<file path="src/rtl/amdc_adc_spi_emulator.sv">
// Responder-side AD4011 serial interface emulator: snapshots X/Y samples on cnv and shifts them
// MSB-first on sclk falls. Optional ramp source is built when TEST_PATTERN_EN is defined.
module amdc_adc_spi_emulator #(
  parameter int unsigned DATA_W      = 18,
  parameter int unsigned CONV_MIN    = 64,
  parameter int unsigned SYNC_STAGES = 2
) (
  input  logic              clk,
  input  logic              rst_n,
  input  logic              cnv,
  input  logic              sclk,
  input  logic [DATA_W-1:0] data_x,
  input  logic [DATA_W-1:0] data_y,
  input  logic              pattern_sel,
  output logic              miso_x,
  output logic              miso_y,
  output logic              busy,
  output logic              frame_done,
  output logic              err_short_cnv,
  output logic              err_abort,
  input  logic              err_clr
);

  localparam int unsigned CntW = $clog2(DATA_W + 1);

  typedef enum logic [1:0] {StIdle, StConv, StShift} state_e;

  logic [SYNC_STAGES-1:0] cnv_sync_q, sclk_sync_q;
  logic                   cnv_prev_q, sclk_prev_q;
  logic                   cnv_rise, cnv_fall, sclk_fall;

  state_e            state_q;
  logic [DATA_W-1:0] shift_x_q, shift_y_q;
  logic [7:0]        conv_cnt_q, conv_cnt_inc;
  logic [CntW-1:0]   bit_cnt_q;
  logic [DATA_W-1:0] load_x, load_y;
  logic              frame_end, short_cnv;

  // Synchronizers plus registered edge pulses: input edge to pulse is SYNC_STAGES+1 cycles.
  always_ff @(posedge clk or negedge rst_n) begin
    if (!rst_n) begin
      cnv_sync_q  <= '0;
      sclk_sync_q <= '0;
      cnv_prev_q  <= 1'b0;
      sclk_prev_q <= 1'b0;
      cnv_rise    <= 1'b0;
      cnv_fall    <= 1'b0;
      sclk_fall   <= 1'b0;
    end else begin
      cnv_sync_q  <= {cnv_sync_q[SYNC_STAGES-2:0], cnv};
      sclk_sync_q <= {sclk_sync_q[SYNC_STAGES-2:0], sclk};
      cnv_prev_q  <= cnv_sync_q[SYNC_STAGES-1];
      sclk_prev_q <= sclk_sync_q[SYNC_STAGES-1];
      cnv_rise    <= cnv_sync_q[SYNC_STAGES-1] & ~cnv_prev_q;
      cnv_fall    <= ~cnv_sync_q[SYNC_STAGES-1] & cnv_prev_q;
      sclk_fall   <= ~sclk_sync_q[SYNC_STAGES-1] & sclk_prev_q;
    end
  end

  assign conv_cnt_inc = (conv_cnt_q == 8'hff) ? 8'hff : conv_cnt_q + 8'd1;
  // The fall cycle itself counts toward the high time, hence the incremented value.
  assign short_cnv    = ({24'd0, conv_cnt_inc} < CONV_MIN);
  assign frame_end    = (state_q == StShift) && !cnv_rise && sclk_fall &&
                        (bit_cnt_q == CntW'(DATA_W - 1));

`ifdef TEST_PATTERN_EN
  logic [DATA_W-1:0] ramp_q;

  always_ff @(posedge clk or negedge rst_n) begin
    if (!rst_n) begin
      ramp_q <= '0;
    end else if (frame_end) begin
      ramp_q <= ramp_q + DATA_W'(1);
    end
  end

  assign load_x = pattern_sel ? ramp_q : data_x;
  assign load_y = pattern_sel ? ~ramp_q : data_y;
`else
  logic unused_pattern_sel;
  assign unused_pattern_sel = pattern_sel;
  assign load_x = data_x;
  assign load_y = data_y;
`endif

  always_ff @(posedge clk or negedge rst_n) begin
    if (!rst_n) begin
      state_q       <= StIdle;
      shift_x_q     <= '0;
      shift_y_q     <= '0;
      conv_cnt_q    <= '0;
      bit_cnt_q     <= '0;
      miso_x        <= 1'b0;
      miso_y        <= 1'b0;
      busy          <= 1'b0;
      frame_done    <= 1'b0;
      err_short_cnv <= 1'b0;
      err_abort     <= 1'b0;
    end else begin
      frame_done <= 1'b0;
      unique case (state_q)
        StIdle: begin
          miso_x <= 1'b0;
          miso_y <= 1'b0;
          if (cnv_rise) begin
            shift_x_q  <= load_x;
            shift_y_q  <= load_y;
            conv_cnt_q <= '0;
            busy       <= 1'b1;
            state_q    <= StConv;
          end
        end
        StConv: begin
          miso_x     <= 1'b0;
          miso_y     <= 1'b0;
          conv_cnt_q <= conv_cnt_inc;
          if (cnv_fall) begin
            if (short_cnv) err_short_cnv <= 1'b1;
            bit_cnt_q <= '0;
            state_q   <= StShift;
          end
        end
        StShift: begin
          miso_x <= shift_x_q[DATA_W-1];
          miso_y <= shift_y_q[DATA_W-1];
          if (cnv_rise) begin
            err_abort  <= 1'b1;
            shift_x_q  <= load_x;
            shift_y_q  <= load_y;
            conv_cnt_q <= '0;
            state_q    <= StConv;
          end else if (sclk_fall) begin
            shift_x_q <= {shift_x_q[DATA_W-2:0], 1'b0};
            shift_y_q <= {shift_y_q[DATA_W-2:0], 1'b0};
            bit_cnt_q <= bit_cnt_q + CntW'(1);
            if (frame_end) begin
              frame_done <= 1'b1;
              busy       <= 1'b0;
              state_q    <= StIdle;
            end
          end
        end
        default: begin
          busy    <= 1'b0;
          state_q <= StIdle;
        end
      endcase
      if (err_clr) begin
        err_short_cnv <= 1'b0;
        err_abort     <= 1'b0;
      end
    end
  end

endmodule

</file>
<file path="config.mk">
export PLATFORM = sky130hd
export DESIGN_NAME = amdc_adc_spi_emulator
export DESIGN_NICKNAME = d
export VERILOG_FILES = /design/src/rtl/amdc_adc_spi_emulator.sv
export SDC_FILE = /design/constraint.sdc
export NUM_CORES = 1
export LEC_CHECK = 0
export ABC_CLOCK_PERIOD_IN_PS = 1580
export CAP_MARGIN = 20
export CORE_ASPECT_RATIO = 2
export CORE_MARGIN = 2
export CORE_UTILIZATION = 35
export DETAILED_ROUTE_END_ITERATION = 7
export HOLD_SLACK_MARGIN = 0.12
export PLACE_DENSITY = 0.59
export SLEW_MARGIN = 20
export SYNTH_ARGS = -nofsm -noshare
export SYNTH_HDL_FRONTEND = slang
export SYNTH_SLANG_ARGS = --single-unit
</file>
<file path="constraint.sdc">
create_clock -name clk -period 1.58 [get_ports clk]
set_clock_uncertainty 0.1 [all_clocks]
set_input_delay 0.316 -clock clk [delete_from_list [all_inputs] [get_ports clk]]
set_output_delay 0.316 -clock clk [all_outputs]
set_load 0.005 [all_outputs]
</file>
==> impl_metrics.ini, run 1 <==
[status]
status = finished clean

[setup_path]
setup.worst_path.start = conv_cnt_q[4]
start_kind = flip-flop
cp_slowest_cell = dfrtp_1
max_stage_delay_ns = 0.44
worstSetupEndpointType = flip-flop
critical_path_class = reg -> reg
r2r-start = conv_cnt_q[4]
crit_arrival_ns = 1.71
path_max_fanout = 5
required_ns = 1.74
path_cells = nand4_2 > or3_4 > a21oi_2 > o221a_2

[global_routing]
antenna_found_initial = 0
grt_usage_pct = 14.7
grt_pass1_vias = 2364
grt-ovfl-total = 0
grt_max_degree = 54
grt_pass1_wl_mm = 10.9

[logic_synthesis]
syn-num-nets = 321
ys.flop_type = dfrtp_1
yosysWarnings = 0
synth_edf_count = 0
ys_ff_latch = 66
async_reset_ff_share_pct = 100
netlist_area_um2 = 2990
synth.distinct_cells = 42
seq_area_frac_synth_pct = 55.2
synth_area_per_cell_um2 = 10.8
synth_cells = 276

[power_and_ir_drop]
leakagePower_uw = 0.00182
p_seq_share_pct = 43.9
power.share.clock_pct = 30.2
intPower_uw = 4110
p_total_uw = 5800
ir_drop_mv = 0.819
switching_share_pct = 29.0
powerDensity_nw_per_um2 = 1420
switchingPower_uw = 1680
pwr-share-comb_pct = 25.9

[detailed_routing]
drt-pass1-iter-count = 4
drc = 0
vias_per_cell = 4.94
ant_nets = 0
drtIter0Drc = 110
wirelength_mm = 6.60
vias = 2236
wl_per_cell_um = 14.6

[floorplanning]
rows = 47
die-area_um2 = 9340
die_width_um = 69.4
initial_core_util_pct = 36.1
die_h_um = 135
core_um2 = 8290
boundaryPins = 48

[timing]
fmax_mhz = 647
relSlewSlack_pct = 79.5
setup_ws_ns = 0.0340
fin_crit_ns = 1.55
setup_viol = 0
finalHoldViolCount = 0
fin_setup_tns_ns = 0
final_max_slew_viol_count = 0
worst_pin_slew_ns = 0.306
period_share_pct = 97.8

[placed_design]
dp_hpwl_mm = 4.26
port_buffers = 46
place_ws_ns = -0.0242
routabilityCongestion = 0.820

[cells_and_area]
fillers = 764
nets = 397
diodes = 0
post-route-util_pct = 49.4
area.sequential_um2 = 1660
most-common-layout-cells = 63 x dfrtp_1, 42 x nand2_1, 40 x clkdlybuf4s50_1
syn_to_final_growth_pct = 36.9
final_common_cell = dfrtp_1
multi_input_area_um2 = 1240
drive_above_1_share_pct = 17.5

[clock_tree]
path_clk_slew_ns = 0.05
cts_max_path_buffers = 2
insertion_delay_ns = 0.32
htreeDepth = 3
cts.sinks = 66
cts_root_buffer = clkbuf_16
numCtsBuffers = 9
tritoncts = built

[min_path]
holdCritPathClass = in -> async

[run]
maxCapViolCount = 0
[timing repair]
item / CTS / global route
cloned: 0 / 3
hold endpoints to repair: 66 / 0
pin swaps: 0 / 5
endpoints found under the setup margin: 9 / 36
setup buffers: 3 / 6
resized for setup: 8 / 6
hold buffers: 1 / 0
[area by class of cell]
| type | instances | area share [%] |
|---|---|---|
| flip-flops and latches | 66 | 40.4 |
| multi-input cells | 188 | 30.2 |
| inverters | 6 | 0.550 |
| well taps | 98 | 2.99 |
| clock buffers | 14 | 6.20 |
| repair buffers | 81 | 19.6 |
[power groups by stage]
stage | Clock, uW | Sequential [uW] | Combinational (uW)
after floorplan | 0 | 2470 | 907
after global placement | 0 | 2550 | 1340
after detailed placement | 0 | 2570 | 1370
after CTS | 1790 | 2540 | 1390
after global routing | 1860 | 2630 | 1720
final | 1750 | 2540 | 1500
[synthesized netlist by cell type (2+ instances only)]
library cell  number  area [um^2]
buf_4              2         15.0
nand2_1           43          161
o21ai_1           14         70.1
a21oi_1            6         30.0
a21o_1             5         37.5
o21ai_0           30          150
xor2_1             2         17.5
nand4_1            3         18.8
dfrtp_1           66         1650
buf_6              6         67.6
a31oi_1            2         12.5
nand3_1            3         15.0
nor3_1             2         10.0
nor2_1             8         30.0
mux2i_1           37          370
and3_1             2         12.5
or3_1              2         12.5
a32o_1             2         20.0
inv_1              5         18.8
nor2b_1            5         31.3
clkbuf_1           8         30.0
ha_1               3         37.5
[registers in the layout, indices dropped and copies added, names as in the netlist, 2 cells and up]
register	count
bit_cnt_q	5
conv_cnt_q	8
cnv_sync_q	2
shift_y_q	18
shift_x_q	18
state_q	2
sclk_sync_q	2
[per-stage QoR]
step | std cells | hold slack [ns] | cell area [um^2]
after CTS | 444 | 0.233 | 3970
final | 453 | 0.231 | 4100
after global placement | 426 | 0.0224 | 3680
after global routing | 453 | 0.246 | 4100
after detailed placement | 426 | 0.0273 | 3680
after floorplan | 276 | -0.0796 | 2990
[path summary, 6_finish.rpt]
path,to,slack (ns),depth (start not counted)
worst max-delay path,conv_cnt_q[3],0.03,4
worst max register to register,conv_cnt_q[3],0.03,4
min in group clk,sclk_sync_q[1],0.25,0
worst min register to register,sclk_sync_q[1],0.25,0
worst min-delay path,shift_y_q[5],0.23,2
max in group asynchronous,state_q[0],0.66,3
[critical path, delay by kind of cell (launching register included)]
family / cells / cell delay [ns]
and+or+nand+nor: 2 / 0.60
AOI/OAI and AO/OA: 2 / 0.35
DFF: 1 / 0.44
[logic make-up after synthesis]
kind of cell,after synthesis,share of synthesized area [%]
AND/OR/NAND/NOR,77,12.3
AO/OA/AOI/OAI,68,13.4
flip-flops,66,55.2
multiplexers,38,12.8
buffers and inverters,22,4.52
adder cells (fa/ha/maj),3,1.26
XOR/XNOR,2,0.586
[per-layer routing]
layer | routed length (um) | track usage [%] | vias up
met3 | 196 | 3.58 | 6
met2 | 3580 | 24.5 | 44
met1 | 2730 | 17.4 | 1066
met4 | 93 | 7.73 | 0
met5 | 0 | 0 | -
li1 | - | - | 1120
(Power assumes the default switching activity.)
==> inputs of run 2 (changes only) <==
--- a/config.mk
+++ b/config.mk
@@ -5,14 +5,15 @@
 export SDC_FILE = /design/constraint.sdc
 export NUM_CORES = 1
 export LEC_CHECK = 0
-export ABC_CLOCK_PERIOD_IN_PS = 1580
+export ABC_CLOCK_PERIOD_IN_PS = 1800
 export CAP_MARGIN = 20
 export CORE_ASPECT_RATIO = 2
 export CORE_MARGIN = 2
 export CORE_UTILIZATION = 35
 export DETAILED_ROUTE_END_ITERATION = 7
 export HOLD_SLACK_MARGIN = 0.12
-export PLACE_DENSITY = 0.59
+export MAX_ROUTING_LAYER = met4
+export PLACE_DENSITY = 0.57
 export SLEW_MARGIN = 20
 export SYNTH_ARGS = -nofsm -noshare
 export SYNTH_HDL_FRONTEND = slang
==> constraint.sdc (replaced) <==
create_clock -name clk -period 1.8 [get_ports clk]
set_clock_uncertainty 0.1 [all_clocks]
set_input_delay 0.36 -clock clk [delete_from_list [all_inputs] [get_ports clk]]
set_output_delay 0.36 -clock clk [all_outputs]
set_load 0.005 [all_outputs]
==> impl_metrics.ini, run 2 (synthesis gave the netlist of run 1 again) <==
[detailed_routing]
vias_per_cell = 4.94
drtIter0Drc = 147
ant_nets = 0
wirelength_mm = 6.03
drt-pass1-iter-count = 4
wl_per_cell_um = 14.0
vias = 2135
drc = 0

[setup_path]
required_ns = 1.97
cp_slowest_cell = dfrtp_1
path_cells = ha_1 > nand2_1 > or3_1 > a21oi_1 > o221a_2
start_kind = flip-flop
path_max_fanout = 6
reg2reg_slack_ns = 0.13
max_stage_delay_ns = 0.43
crit_arrival_ns = 1.84
worstSetupEndpointType = flip-flop
critical_path_class = reg -> reg

[timing]
worst_pin_slew_ns = 0.358
period_share_pct = 92.9
finalHoldViolCount = 0
final_max_slew_viol_count = 0
fin_crit_ns = 1.67
rsz0062_at_grt = false
hold-worst-slack_ns = 0.251
setup_viol = 0
setup_ws_ns = 0.127
fmax_mhz = 598
relSlewSlack_pct = 75.9
fin_setup_tns_ns = 0

[status]
status = finished clean

[cells_and_area]
final_common_cell = dfrtp_1
nets = 377
fin_area_um2 = 3880
diodes = 0
drive_above_1_share_pct = 10.8
syn_to_final_growth_pct = 29.7
largest_registers = shift_x_q x18, shift_y_q x18, conv_cnt_q x8
most-common-layout-cells = 66 x dfrtp_1, 45 x clkdlybuf4s50_1, 42 x nand2_1

[clock_tree]
htreeDepth = 3
cts.sinks = 66
numCtsBuffers = 9
path_clk_slew_ns = 0.05
cts_setup_buffers = 0
cts_root_buffer = clkbuf_16
tritoncts = built
insertion_delay_ns = 0.33
cts_max_path_buffers = 2

[run]
maxCapViolCount = 0

[floorplanning]
boundaryPins = 48
rows = 47
die_width_um = 69.4
die-area_um2 = 9340
core_um2 = 8290
initial_core_util_pct = 36.1
die_h_um = 135

[placed_design]
place_ws_ns = 0.148
routabilityCongestion = 0.739
dp_hpwl_mm = 4.26
placed_area_um2 = 3610
port_buffers = 46

[global_routing]
grt_max_degree = 67
antenna_found_initial = 0
grt_pass1_vias = 2217
grt-ovfl-total = 0
grt_usage_pct = 14.9
grt_pass1_wl_mm = 10.5

[power_and_ir_drop]
leakagePower_uw = 0.00169
ir_drop_mv = 0.613
powerDensity_nw_per_um2 = 1270
p_total_uw = 4910

[min_path]
holdCritPathClass = reg -> reg
run 2: routing by layer:
layer	track usage [%]	share of wire (%)
met1	16.7	40
met2	24.8	54
met3	2.99	3.5
met4	7.84	2.6
met5	-	0
run 2: path summary, 6_finish.rpt:
check                          startpoint        endpoint  cells after the start
min in group asynchronous           rst_n    shift_y_q[6]                      3
max                         conv_cnt_q[0]   conv_cnt_q[3]                      5
min                        sclk_sync_q[0]  sclk_sync_q[1]                      0
max reg2reg                 conv_cnt_q[0]   conv_cnt_q[3]                      5
min reg2reg                sclk_sync_q[0]  sclk_sync_q[1]                      0
max in group asynchronous           rst_n   shift_x_q[10]                      3
run 2: report_power, final:
group          switching, uW  internal, uW
clock network            567           982
registers                306          1940
logic                    538           571
run 2: stage by stage:
stage / utilization, % / instances
2_1_floorplan: - / 276
3_3_place_gp: 43.5 / 418
3_5_place_dp: 43.5 / 418
4_1_cts: 46.8 / 432
5_1_grt: 46.8 / 432
6_report: 46.8 / 432
run 2: timing repair:
item,CTS,global route
resized for setup,0,0
hold endpoints to repair,66,0
hold buffers,1,0
run 2: final cells by class:
type / count / area, um^2
timing repair buffer: 61 / 608
sequential: 66 / 1650
multi-input combinational: 188 / 1210
inverter: 6 / 22.5
fill: 767 / 4410
clock buffer: 13 / 260
tap: 98 / 123
run 2: critical path: cells and delay by family (launching register included):
| family | cells | cell delay (ns) |
|---|---|---|
| adders and majority gates | 1 | 0.23 |
| AOI/OAI and AO/OA | 2 | 0.36 |
| DFF | 1 | 0.43 |
| and+or+nand+nor | 2 | 0.49 |
